[src/rtl/poci_bus_n_pkg.sv]
// rtl/poci_bus_n_pkg.sv - shared widths, FSM encoding and default slave map for the POCI interconnect
package poci_bus_n_pkg;

  localparam int ADDR_WIDTH = 32;
  localparam int DATA_WIDTH = 32;
  localparam int MAX_SLAVES = 16;

  // Plain vector encoding keeps the state visible to legacy tools and waveform scripts
  typedef logic [1:0] poci_state_t;
  localparam poci_state_t ST_IDLE   = 2'd0;
  localparam poci_state_t ST_SETUP  = 2'd1;
  localparam poci_state_t ST_ACCESS = 2'd2;
  localparam poci_state_t ST_ERR    = 2'd3;

  // Default slave map: 4 KiB windows starting at 0x4000_0000
  localparam logic [ADDR_WIDTH-1:0] SLV_BASE0    = 32'h4000_0000;
  localparam logic [ADDR_WIDTH-1:0] SLV_STRIDE   = 32'h0000_1000;
  localparam logic [ADDR_WIDTH-1:0] DEF_SLV_MASK = 32'hFFFF_F000;

  // Peripheral registers living inside the first three default windows
  localparam logic [ADDR_WIDTH-1:0] ADDR_HEX  = 32'h4000_0000;
  localparam logic [ADDR_WIDTH-1:0] ADDR_LEDG = 32'h4000_1000;
  localparam logic [ADDR_WIDTH-1:0] ADDR_LEDR = 32'h4000_2000;

  function automatic logic [MAX_SLAVES*ADDR_WIDTH-1:0] f_default_base();
    logic [MAX_SLAVES*ADDR_WIDTH-1:0] map;
    map = '0;
    for (int i = 0; i < MAX_SLAVES; i++) begin
      map[i*ADDR_WIDTH +: ADDR_WIDTH] = SLV_BASE0 + ADDR_WIDTH'(i) * SLV_STRIDE;
    end
    return map;
  endfunction

  // Base table for the maximum slave count; instances take the low NSLAVES entries
  localparam logic [MAX_SLAVES*ADDR_WIDTH-1:0] DEF_SLV_MAP = f_default_base();

endpackage

[src/rtl/poci_addr_decoder.sv]
// rtl/poci_addr_decoder.sv - table-driven address decode to one-hot slave hit plus unmapped flag
module poci_addr_decoder
  import poci_bus_n_pkg::*;
#(
  parameter int                            NSLAVES  = 4,
  parameter logic [NSLAVES*ADDR_WIDTH-1:0] SLV_BASE = DEF_SLV_MAP[NSLAVES*ADDR_WIDTH-1:0],
  parameter logic [NSLAVES*ADDR_WIDTH-1:0] SLV_MASK = {NSLAVES{DEF_SLV_MASK}}
) (
  input  logic [ADDR_WIDTH-1:0] i_paddr,
  output logic [NSLAVES-1:0]    o_hit,
  output logic                  o_unmapped
);

  logic w_found;

  // Scan from index 0 so overlapping windows resolve to the lowest slave
  always_comb begin
    o_hit   = '0;
    w_found = 1'b0;
    for (int i = 0; i < NSLAVES; i++) begin
      if (!w_found &&
          ((i_paddr & SLV_MASK[i*ADDR_WIDTH +: ADDR_WIDTH]) == SLV_BASE[i*ADDR_WIDTH +: ADDR_WIDTH])) begin
        o_hit[i] = 1'b1;
        w_found  = 1'b1;
      end
    end
    o_unmapped = ~w_found;
  end

endmodule

[src/rtl/poci_bus_n.sv]
// rtl/poci_bus_n.sv - one-master, NSLAVES-slave POCI interconnect with wait states, timeout and error count
module poci_bus_n
  import poci_bus_n_pkg::*;
#(
  parameter int                            NSLAVES  = 4,
  parameter logic [NSLAVES*ADDR_WIDTH-1:0] SLV_BASE = DEF_SLV_MAP[NSLAVES*ADDR_WIDTH-1:0],
  parameter logic [NSLAVES*ADDR_WIDTH-1:0] SLV_MASK = {NSLAVES{DEF_SLV_MASK}},
  parameter int                            TIMEOUT  = 16
) (
  input  logic                          pclk,
  input  logic                          presetn,
  input  logic [ADDR_WIDTH-1:0]         m_paddr,
  input  logic                          m_pwrite,
  input  logic                          m_psel,
  input  logic                          m_penable,
  input  logic [DATA_WIDTH-1:0]         m_pwdata,
  output logic [DATA_WIDTH-1:0]         m_prdata,
  output logic                          m_pready,
  output logic                          m_pslverr,
  output logic [ADDR_WIDTH-1:0]         s_paddr,
  output logic                          s_pwrite,
  output logic [DATA_WIDTH-1:0]         s_pwdata,
  output logic [NSLAVES-1:0]            s_psel,
  output logic                          s_penable,
  input  logic [NSLAVES*DATA_WIDTH-1:0] s_prdata,
  input  logic [NSLAVES-1:0]            s_pready,
  input  logic [NSLAVES-1:0]            s_pslverr,
  output logic [7:0]                    err_cnt
);

  localparam int TW = $clog2(TIMEOUT);
  localparam logic [TW-1:0] TMO_LAST = TW'(TIMEOUT - 1);

  poci_state_t          r_state;
  poci_state_t          w_next;
  logic [NSLAVES-1:0]   r_sel;
  logic                 r_unmapped;
  logic [TW-1:0]        r_tmo;
  logic [7:0]           r_err_cnt;

  logic [NSLAVES-1:0]   w_hit;
  logic                 w_unmapped;
  logic                 w_idle_like;
  logic                 w_start;
  logic                 w_viol;
  logic                 w_slv_rdy;
  logic                 w_slv_err;
  logic [DATA_WIDTH-1:0] w_slv_rdata;

  poci_addr_decoder #(
    .NSLAVES  (NSLAVES),
    .SLV_BASE (SLV_BASE),
    .SLV_MASK (SLV_MASK)
  ) u_dec (
    .i_paddr    (m_paddr),
    .o_hit      (w_hit),
    .o_unmapped (w_unmapped)
  );

  assign s_paddr  = m_paddr;
  assign s_pwrite = m_pwrite;
  assign s_pwdata = m_pwdata;
  assign err_cnt  = r_err_cnt;

  // SETUP behaves like IDLE for a new request, so back-to-back and fresh transfers share one path
  assign w_idle_like = (r_state == ST_IDLE) || (r_state == ST_SETUP);
  assign w_start     = w_idle_like && m_psel && !m_penable;
  assign w_viol      = w_idle_like && m_penable;
  assign w_slv_rdy   = |(s_pready & r_sel);
  assign w_slv_err   = |(s_pslverr & r_sel);

  // One-hot AND-OR read mux over the registered selection
  always_comb begin
    w_slv_rdata = '0;
    for (int i = 0; i < NSLAVES; i++) begin
      w_slv_rdata = w_slv_rdata | (s_prdata[i*DATA_WIDTH +: DATA_WIDTH] & {DATA_WIDTH{r_sel[i]}});
    end
  end

  // Next state plus master/slave handshake outputs
  always_comb begin
    w_next    = r_state;
    s_psel    = '0;
    s_penable = 1'b0;
    m_pready  = 1'b0;
    m_pslverr = 1'b0;
    m_prdata  = '0;
    case (r_state)
      ST_IDLE, ST_SETUP: begin
        if (w_viol) begin
          m_pready  = 1'b1;
          m_pslverr = 1'b1;
          w_next    = ST_IDLE;
        end else if (w_start) begin
          s_psel = w_hit & {NSLAVES{m_psel}};
          w_next = ST_ACCESS;
        end else begin
          w_next = ST_IDLE;
        end
      end
      ST_ACCESS: begin
        if (r_unmapped) begin
          m_pready  = 1'b1;
          m_pslverr = 1'b1;
          w_next    = m_psel ? ST_SETUP : ST_IDLE;
        end else begin
          s_psel    = r_sel;
          s_penable = m_penable;
          m_pready  = w_slv_rdy;
          m_pslverr = w_slv_err;
          m_prdata  = w_slv_rdata;
          if (w_slv_rdy) begin
            w_next = m_psel ? ST_SETUP : ST_IDLE;
          end else if (r_tmo == TMO_LAST) begin
            w_next = ST_ERR;
          end
        end
      end
      default: begin
        // Slave released; any late pready from it is not routed anywhere
        m_pready  = 1'b1;
        m_pslverr = 1'b1;
        w_next    = ST_IDLE;
      end
    endcase
  end

  // State, captured decode, stall timer and saturating error counter
  always_ff @(posedge pclk) begin
    if (!presetn) begin
      r_state    <= ST_IDLE;
      r_sel      <= '0;
      r_unmapped <= 1'b0;
      r_tmo      <= '0;
      r_err_cnt  <= '0;
    end else begin
      r_state <= w_next;
      if (w_start) begin
        r_sel      <= w_hit;
        r_unmapped <= w_unmapped;
        r_tmo      <= '0;
      end else if (r_state == ST_ACCESS && !r_unmapped && !w_slv_rdy) begin
        r_tmo <= r_tmo + 1'b1;
      end
      if (m_pready && m_pslverr && r_err_cnt != 8'hFF) begin
        r_err_cnt <= r_err_cnt + 8'd1;
      end
    end
  end

endmodule
[config.mk]
export PLATFORM = sky130hd
export DESIGN_NAME = poci_bus_n
export DESIGN_NICKNAME = d
export VERILOG_FILES = /design/src/rtl/poci_bus_n_pkg.sv /design/src/rtl/poci_addr_decoder.sv /design/src/rtl/poci_bus_n.sv
export SDC_FILE = /design/constraint.sdc
export NUM_CORES = 1
export LEC_CHECK = 0
export CAP_MARGIN = 20
export CORE_AREA = 2 2 124 126
export CTS_CLUSTER_SIZE = 12
export DETAILED_ROUTE_END_ITERATION = 16
export DIE_AREA = 0 0 126 128
export HOLD_SLACK_MARGIN = 0.05
export PLACE_DENSITY = 0.58
export SETUP_SLACK_MARGIN = 0.5
export SLEW_MARGIN = 0
export SYNTH_ARGS = -nofsm -noshare
export SYNTH_HDL_FRONTEND = slang
export SYNTH_HIERARCHICAL = 1
export SYNTH_SLANG_ARGS = --single-unit
[constraint.sdc]
create_clock -name pclk -period 3.22 [get_ports pclk]
set_clock_uncertainty 0.2 [all_clocks]
set_input_delay 0.322 -clock pclk [delete_from_list [all_inputs] [get_ports pclk]]
set_output_delay 0.322 -clock pclk [all_outputs]
set_load 0.01 [all_outputs]
==> impl_metrics.toml <==
[layout]
nFillCells = 1592
layout.nets = 671
area.growth.synth_to_final_pct = 89.3
drive_above_1_share = 0.0583
n_antenna_cell = 0

[routing]
wl_per_cell_um = 18.0
viasPerCell = 4.62
drt_wl_total_mm = 11.7
dr.pass1.iters = 4
drt_iter0_drc = 117
drc = 0
ant_nets = 0
via_count = 3008

[clock_network]
clock-sinks = 19
cts-hold-fix-buffers = 0
clockBufferDepth = 2
cts-root-buf = "clkbuf_16"
clk_pin_slew_ps = 50
cts_tree = "done"
clk_latency_ps = 250
htreeDepth = 1
cts_buffers = 3

[yosys]
yosys-top-cells-area = "buf_4, a22oi_1, dfxtp_1, a21oi_1, nand2_1"
ys_types = 41
ys_top_cells_by_count = "buf_4, a22oi_1, a21oi_1"
async_reset_ff_frac = 0
ys_ff_latch = 19
yosys.area.top_type = "buf_4"
synth_edf_count = 0
synth_ff_type = "dfxtp_1"
synthesis.nets = 520
syn-instance-count = 313
avgSynthCellArea_um2 = 7.41
synth_warnings = 6
synth_area_mm2 = 0.00232
yosysSeqAreaShare = 0.164
synth_top_cell_area_share = 0.223
synth_most_common_cell = "buf_4"

[hold_path]
min_to = "r_unmapped"
hold_path_class = "register to register"
hold_depth = 2
hold_start = "r_unmapped"

[critical_path]
worstPathMaxFanout = 4
cpMaxStageDelayCell = "clkdlybuf4s50_1"
crit_chain = "clkdlybuf4s50_1 > nor4_2 > nand3_2 > nor4_2 > nand2_1 > nand2_1 > clkdlybuf4s50_1"
path_buf_inv = 2
r2r_cells = 5
start_kind = "input pin"
required_ps = 2700
r2r-start = "r_sel[0]"
worstSetupPathType = "input pin to output pin"
crit_family = "buffers and inverters"
critPathCaptureType = "output pin"
worstReg2RegEnd = "err_cnt[3]"
critPathMaxStageDelay_ps = 550
ff2ff_setup_slack_ps = 1160
crit_arrival_ps = 2180

[global_route]
grt_pass1_vias = 3070
grt_max_degree = 33
antenna_found_initial = 0
grtUsageTotal = 0.133
overflow = 0
grt_pass1_wl_mm = 17.4

[die]
core_region_area_mm2 = 0.0149
die_h_um = 128
io_pins = 317
initial_core_util = 0.156
rows = 45
die_x_um = 126
fp.dieArea_mm2 = 0.0161

[status]
run_status = "finished clean"

[timing]
setup_tns_ps = 0
hold_viol_final = 0
tightest_slew_ps = 751
layout_min_cycle_time_ps = 2700
finalCritPeriodShare = 0.839
slew_headroom = 0.498
rsz0062_at_grt = "true"
clock.fmax_ghz = 0.370
drv_slew = 0
setup_viol = 0

[job]
drv_cap = 0

[placed_design]
place.gp.congestion = 0.782
port_buffers = 226
dpl.hpwl_mm = 9.80

[power]
ir_worst_vdd_v = 0.000151
power_uw = 827
p_per_area_mw_per_mm2 = 188
leakagePower_nw = 1.39
## metal layers
| metal | vias to the layer above | share of wire | GRT usage |
|---|---|---|---|
| met4 | 0 | 0.020 | 0.0271 |
| li1 | 1389 | - | - |
| met3 | 26 | 0.080 | 0.0292 |
| met1 | 1420 | 0.38 | 0.152 |
| met2 | 173 | 0.52 | 0.252 |
| met5 | - | 0 | 0.00310 |
## how the worst max path moves through the flow
stage | startpoint | endpoint | slack [ps] | cells past startpoint
floorplan | err_cnt[0] | err_cnt[3] | 1430 | 6
global placement | m_paddr[21] | s_psel[0] | 380 | 7
detailed placement | m_paddr[21] | s_psel[0] | 390 | 7
CTS | m_paddr[17] | s_psel[3] | 500 | 7
global route | m_paddr[22] | s_psel[2] | 330 | 7
finish | m_paddr[26] | s_psel[2] | 520 | 7
## state kept, by name (all words and copies together), names as in the netlist
name        flops
r_sel           4
err_cnt         8
r_state         2
r_unmapped      1
r_tmo           4
## final cells by class
type	count	area, um^2	share of cell area
clock buffer	3	75.1	0.0171
clock inverter	1	5.00	0.00114
inverter	1	3.75	0.000855
multi-input combinational	204	1360	0.309
sequential	19	380	0.0867
tap	188	235	0.0536
timing repair buffer	235	2330	0.532
## cells in the final DEF (no fill, tap or decap), types with 2 or more instances in the layout
cell | Yosys | routed
clkdlybuf4s50_1 | 0 | 223
a22oi_1 | 64 | 64
a21oi_1 | 34 | 34
nand2_1 | 33 | 33
dfxtp_1 | 19 | 19
nor2_1 | 11 | 10
mux2i_1 | 7 | 7
buf_4 | 69 | 7
nand2b_1 | 6 | 6
a21boi_0 | 5 | 5
nand3_1 | 4 | 4
nor4_2 | 2 | 4
nor4_1 | 5 | 3
clkbuf_16 | 0 | 3
nor3b_1 | 2 | 2
a22o_4 | 2 | 2
xor2_1 | 2 | 2
o21a_1 | 2 | 2
or4_1 | 2 | 2
nand4_1 | 2 | 2
nor3_1 | 3 | 2
ha_1 | 2 | 2
buf_6 | 1 | 2
## worst min-delay path, stage by stage, from the launching register on
cell	delay [ps]
dfxtp_1	320
nand2_1	60
a21boi_0	70
## repair_timing
item,CTS,global route
endpoints found under the setup margin,25,11
resized for setup,4,8
hold endpoints to repair,0,0
pin swaps,2,2
setup buffers,1,2
## logic make-up (layout without fill, tap and decap cells)
| logic type | Yosys count | in the layout | share of synthesized area |
|---|---|---|---|
| mux | 7 | 7 | 0.0302 |
| compound gates | 113 | 113 | 0.341 |
| xor+xnor | 3 | 3 | 0.0113 |
| fa+ha+maj | 2 | 2 | 0.0108 |
| flops | 19 | 19 | 0.164 |
| simple gates | 79 | 79 | 0.182 |
| buf+inv | 90 | 240 | 0.261 |
## power breakdown
group          internal [mW]  switching (mW)
Combinational          0.224          0.0997
Sequential             0.242         0.00729
Clock                  0.166          0.0872
## stage by stage
stage	std cells	hold WS, ps	worst slack [ps]	util	instance area [um^2]
after floorplan	313	253	1430	-	2320
after global placement	644	274	378	0.287	4260
after detailed placement	644	282	391	0.287	4260
after CTS	649	295	504	0.293	4350
after global routing	651	327	334	0.295	4390
final	651	293	519	0.295	4390
Note: power is estimated with default switching activity, not from simulation.
